$ cat src/rtl/multicycle_control.sv
// Main control FSM for the multicycle MIPS datapath: walks each instruction
// through its state sequence and drives the datapath strobes and selects.
module multicycle_control #(
  parameter int USE_MEM_READY = 1
) (
  input  logic       clk,
  input  logic       reset,
  input  logic [5:0] opcode,
  input  logic       mem_ready,
  input  logic       zero,
  output logic       PCWrite,
  output logic       IorD,
  output logic       MemRead,
  output logic       MemWrite,
  output logic       IRWrite,
  output logic       RegDst,
  output logic       MemtoReg,
  output logic       RegWrite,
  output logic       ALUSrcA,
  output logic [1:0] ALUSrcB,
  output logic [1:0] PCSrc,
  output logic [2:0] UC_signal,
  output logic       illegal,
  output logic [3:0] state
);

  localparam logic [3:0] FETCH  = 4'd0;
  localparam logic [3:0] DECODE = 4'd1;
  localparam logic [3:0] MEMADR = 4'd2;
  localparam logic [3:0] MEMRD  = 4'd3;
  localparam logic [3:0] MEMWB  = 4'd4;
  localparam logic [3:0] MEMWR  = 4'd5;
  localparam logic [3:0] EXEC   = 4'd6;
  localparam logic [3:0] RWB    = 4'd7;
  localparam logic [3:0] BRANCH = 4'd8;
  localparam logic [3:0] ADDIEX = 4'd9;
  localparam logic [3:0] ADDIWB = 4'd10;
  localparam logic [3:0] JUMP   = 4'd11;

  localparam logic [5:0] OP_R    = 6'b000000;
  localparam logic [5:0] OP_LW   = 6'b100011;
  localparam logic [5:0] OP_SW   = 6'b101011;
  localparam logic [5:0] OP_BEQ  = 6'b000100;
  localparam logic [5:0] OP_ADDI = 6'b001000;
  localparam logic [5:0] OP_J    = 6'b000010;

  logic [3:0] state_q, state_d;
  logic       memReady;

  // With the handshake disabled, memory is assumed to answer in one cycle.
  assign memReady = (USE_MEM_READY != 0) ? mem_ready : 1'b1;
  assign state    = state_q;

  always_ff @(posedge clk or posedge reset) begin
    if (reset) state_q <= FETCH;
    else       state_q <= state_d;
  end

  always_comb begin
    state_d   = FETCH;
    PCWrite   = 1'b0;
    IorD      = 1'b0;
    MemRead   = 1'b0;
    MemWrite  = 1'b0;
    IRWrite   = 1'b0;
    RegDst    = 1'b0;
    MemtoReg  = 1'b0;
    RegWrite  = 1'b0;
    ALUSrcA   = 1'b0;
    ALUSrcB   = 2'b00;
    PCSrc     = 2'b00;
    UC_signal = 3'b000;
    illegal   = 1'b0;
    case (state_q)
      FETCH: begin
        MemRead   = 1'b1;
        ALUSrcB   = 2'b01;
        UC_signal = 3'b001;
        // Reset already holds state in FETCH; keep it from latching IR/PC too.
        IRWrite   = memReady & ~reset;
        PCWrite   = memReady & ~reset;
        state_d   = memReady ? DECODE : FETCH;
      end
      DECODE: begin
        ALUSrcB   = 2'b11;
        UC_signal = 3'b001;
        case (opcode)
          OP_LW, OP_SW: state_d = MEMADR;
          OP_R:         state_d = EXEC;
          OP_BEQ:       state_d = BRANCH;
          OP_ADDI:      state_d = ADDIEX;
          OP_J:         state_d = JUMP;
          default: begin
            state_d = FETCH;
            illegal = 1'b1;
          end
        endcase
      end
      MEMADR: begin
        ALUSrcA   = 1'b1;
        ALUSrcB   = 2'b10;
        UC_signal = 3'b001;
        state_d   = (opcode == OP_SW) ? MEMWR : MEMRD;
      end
      MEMRD: begin
        MemRead = 1'b1;
        IorD    = 1'b1;
        state_d = memReady ? MEMWB : MEMRD;
      end
      MEMWB: begin
        RegWrite = 1'b1;
        MemtoReg = 1'b1;
      end
      MEMWR: begin
        MemWrite = 1'b1;
        IorD     = 1'b1;
        state_d  = memReady ? FETCH : MEMWR;
      end
      EXEC: begin
        ALUSrcA = 1'b1;
        state_d = RWB;
      end
      RWB: begin
        RegWrite = 1'b1;
        RegDst   = 1'b1;
      end
      BRANCH: begin
        ALUSrcA   = 1'b1;
        UC_signal = 3'b010;
        PCSrc     = 2'b01;
        PCWrite   = zero;
      end
      ADDIEX: begin
        ALUSrcA   = 1'b1;
        ALUSrcB   = 2'b10;
        UC_signal = 3'b001;
        state_d   = ADDIWB;
      end
      ADDIWB: RegWrite = 1'b1;
      JUMP: begin
        PCWrite = 1'b1;
        PCSrc   = 2'b10;
      end
      default: state_d = FETCH;
    endcase
  end

endmodule

$ cat config.mk
export PLATFORM = sky130hd
export DESIGN_NAME = multicycle_control
export DESIGN_NICKNAME = d
export VERILOG_FILES = /design/src/rtl/multicycle_control.sv
export SDC_FILE = /design/constraint.sdc
export NUM_CORES = 1
export LEC_CHECK = 0
export ABC_AREA = 1
export CORE_MARGIN = 2
export CORE_UTILIZATION = 32
export CTS_CLUSTER_DIAMETER = 30
export CTS_CLUSTER_SIZE = 14
export DETAILED_ROUTE_END_ITERATION = 8
export GPL_TIMING_DRIVEN = 0
export PLACE_DENSITY = 0.74
export SLEW_MARGIN = 5
export SYNTH_ARGS = -nofsm -noshare
export SYNTH_HDL_FRONTEND = slang
export SYNTH_SLANG_ARGS = --single-unit
$ cat constraint.sdc
create_clock -name clk -period 1 [get_ports clk]
set_input_delay 0.1 -clock clk [delete_from_list [all_inputs] [get_ports clk]]
set_output_delay 0.1 -clock clk [all_outputs]
set_load 0.05 [all_outputs]
[Word level (Yosys, flattened, before mapping)]
Cells that the tools add are included.
Word-level totals
  flip-flop bits (word level): 4
  input port bits: 10
  output and inout bits: 21
  word-level logic and storage cells: 49
Operators by class
  equality and inequality tests: 16
  mux-type cells: 20
  bitwise gates (word level): 2
  reduce and logical (&&, ||, !) cells: 10
Operators with widths (number)
  case mux 4 bit (7 select lines): 1
  case mux 4 bit (5 select lines): 1
  == test 4 x 3 -> 1 bit, second input constant: 4
  == test 4 bit, second input constant: 4
  == test 6 bit, second input constant: 2
  two-way mux 1 bit: 11
  two-way mux 3 bit: 3
  == test 4 x 2 -> 1 bit, second input constant: 2
  case mux 2 bit (2 select lines): 2
  OR reduction 2 bit: 4
  OR reduction 4 bit: 2
  == test 6 x 2 -> 1 bit, second input constant: 1
  == test 6 x 3 -> 1 bit, second input constant: 1
  == test 6 x 4 -> 1 bit, second input constant: 1
  logical NOT 6 bit: 1
  case mux 2 bit (3 select lines): 1
  OR reduction 6 bit: 1
  == test 4 x 1 -> 1 bit, second input constant: 1
  logical NOT 4 bit: 1
  case mux 1 bit (3 select lines): 1
  OR reduction 3 bit: 1
  bitwise AND 1 bit: 1
  NOT 1 bit: 1

[Depth between registers and ports, before layout]
  depth in word-level cells: 4
  gate-level depth with buffers: 7
  depth with buffers taken out: 7

[Worst setup path before layout]
Ideal clock, no wire load.
  path kind: register to output
  start point: register state_q[3] (netlist: state[3])
  end point: output port PCWrite
  arrival time: 2.453 ns
  data required time: 0.900 ns
  setup slack: -1.553 ns
  cell stages (with the launch flop): 4
  path buffers: 0
  path through: dfrtp_1 inv_1 nor3_1 nand3b_1
Between the ends
  longest elaborated chain between the ends: 2
  elaborated cells between the ends (all ways): 4
  classes of those cells: 2 x eq/ne; 1 x mux; 1 x reduce/logical
RTL lines
  from (decl): line 47  | logic [3:0] state_q, state_d;
  from (signal assigned): line 56  | else state_q <= state_d;
  == test 4 bit or logical NOT 4 bit (tied branches): line 74  | case (state_q)
  case mux 1 bit (3 select lines) *: line 74
  to (decl): line 11  | output logic PCWrite,
Every way passes the cells marked *; elsewhere a longest branch is shown, timed or not.

[Final worst setup path]
Same ends and word-level chain as after synthesis.

==> flow_summary.yaml <==
drt:
  route.detailed.drc: 0
  ant_nets: 0
  drtIter0Drc: 41
  first_pass_iters: 4
  totalWireLength_um: 2800
  viasPerCell: 5.37
  wl_per_cell_um: 16.4
  num_vias: 918
synth:
  syn_inst: 104
  yosysSeqAreaShare_pct: 19.8
  synth_nets: 114
  yosys_warnings: 0
  netlist_area_um2: 507
  synth-seq-cells: 4
  syn_avg_cell_area_um2: 4.87
  yosysUniqueCellTypes: 12
global_routing:
  antenna_found_initial: 0
  grt_overflow_total: 0
  grt_util_met1_pct: 23.9
  grt_pass1_vias: 722
  grt.met3_usage_pct: 3.75
  grt_busiest_layer: "met2"
  grt.total_usage_pct: 21.0
  grt_use_met2_pct: 38.2
  grt_first_pass_wirelength_um: 3040
  grt_start_max_net_pins: 6
worst_hold_path:
  hp-class: "input pin to asynchronous set/reset pin"
cts:
  clock_path_buffers: 2
  clock_sinks: 4
  cts.reportedPaths.clkPinSlew_ps: 40
  htree_levels: 1
  clk_latency_ps: 230
  cts_made_buffers: 3
  cts_tree: "done"
  root_buffer: "clkbuf_4"
  cts_hold_buf: 0
floorplanning:
  dieHeight_um: 43.8
  die_area_mm2: 0.00192
  start_util_pct: 34.0
  rows: 14
  die_x_um: 43.8
  core_mm2: 0.00149
  io_pins: 31
worst_setup_path:
  ff2ff_path_depth: 8
  r2r-start: "state[2]$_DFF_PP0_"
  arrival_ps: 1480
  r2r_slack_ps: -390
  end_kind: "output port"
  cp-start-kind: "register"
  crit_path_max_fanout: 4
  worstSetupPathType: "register to output port"
  r2r_end: "state[0]$_DFF_PP0_"
  crit_required_ps: 900
cells_and_area:
  area_growth_pct: 164
  largest_register_ffs: 4
  final_cell_mix: "20 x nand2_1, 17 x buf_6, 13 x buf_4, 11 x inv_1, 10 x nor2_1"
  final_layout_size_suffix_gt1_share_pct: 60.0
  regArea_um2: 105
  multi_input_area_um2: 551
  fin_nets: 167
  layout_commonest_cell: "nand2_1"
  nFillCells: 57
  diodes: 0
  design_area_mm2: 0.00134
pwr:
  p_leak_nw: 0.726
  p_per_area_mw_per_mm2: 3150
  ir_worst_vdd_mv: 1.84
  p_total_mw: 4.21
sta:
  slew_violations: 0
  setup_viol: 23
  grt_setup_unrepaired: "yes"
  hold_viol: 0
  finalClockSkew_ps: 4.57
  period_needed_ps: 1580
  max_clock_freq_mhz: 633
  setup-tns-final_ps: -8960
  finalCritPeriodShare_pct: 158
  fin_ws_ps: -580
  hold_ws_ps: 95.0
placement:
  place_area_um2: 953
  hpwlAfterDp_um: 1290
  numPortBuffers: 29
  gp_congestion: 0.850
outcome:
  status: "finished with violations"
  failed_checks: "setup timing"
run:
  drv_cap: 0
==> where the power goes <==
part / switching (mW) / total [mW] / internal, mW
registers: 0.148 / 0.372 / 0.223
logic: 2.25 / 3.64 / 1.39
clock network: 0.0658 / 0.200 / 0.134
total: 2.46 / 4.21 / 1.75
==> metal layers <==
| layer | wire length (um) | vias to the layer above |
|---|---|---|
| met5 | 0 | - |
| met4 | 93 | 0 |
| met3 | 165 | 10 |
| met2 | 1410 | 54 |
| met1 | 1130 | 433 |
| li1 | - | 421 |
==> what timing repair did <==
item / in CTS / in global routing
buffers inserted: 6 / 13
pin swaps: 4 / 17
endpoints found under the setup margin: 24 / 24
resized for setup: 156 / 39
==> kinds of logic (layout without fill, tap and decap cells) <==
kind of cell	after synthesis	after routing	synth area share, %
and+or+nand+nor	72	72	57.8
buffers and inverters	23	74	17.8
AOI/OAI and AO/OA	4	4	3.95
DFF	4	4	19.8
other	1	1	0.740
==> cells in the mapped netlist <==
master    count  area share, %
a21oi_1       1           0.99
buf_4         1            1.5
conb_1        1           0.74
dfrtp_1       4             20
inv_1        22             16
nand2_1      35             26
nand3_1      10            9.9
nand3b_1      1            1.5
nand4_1       2            2.5
nor2_1       23             17
nor3_1        1           0.99
o21ai_0       3            3.0
==> layout make-up <==
cell class	count	area share (%)
Multi-Input combinational cell	77	41.2
Buffer	1	0.562
Tap cell	16	1.50
Clock buffer	3	1.69
Timing Repair Buffer	48	38.7
Sequential cell	4	7.87
Inverter	22	8.52
==> through the flow <==
| step | cells | setup WS [ps] | utilization, % |
|---|---|---|---|
| after floorplan | 104 | -740 | - |
| after global placement | 149 | -1070 | 64.0 |
| after detailed placement | 149 | -1070 | 64.0 |
| after CTS | 158 | -530 | 74.4 |
| after global routing | 171 | -651 | 89.7 |
| final | 171 | -580 | 89.7 |
==> how the worst max path moves through the flow <==
stage	slack, ps	start	to	cells after the start
after floorplan	-740	state[0]$_DFF_PP0_	PCWrite	3
after global placement	-1070	opcode[0]	illegal	8
after detailed placement	-1070	opcode[3]	illegal	9
after CTS	-530	state[2]$_DFF_PP0_	PCWrite	6
after global routing	-650	state[3]$_DFF_PP0_	PCWrite	7
final	-580	state[3]$_DFF_PP0_	PCWrite	7
==> critical path: stages (launching register included) <==
cell and delay, ps:
dfrtp_2 420, inv_4 90, nor2_4 190, nand2_4 110, clkinvlp_4 100, nand2_2 50, nand3b_1 100, buf_6 170
No activity file was read; power rests on OpenSTA's default activity.
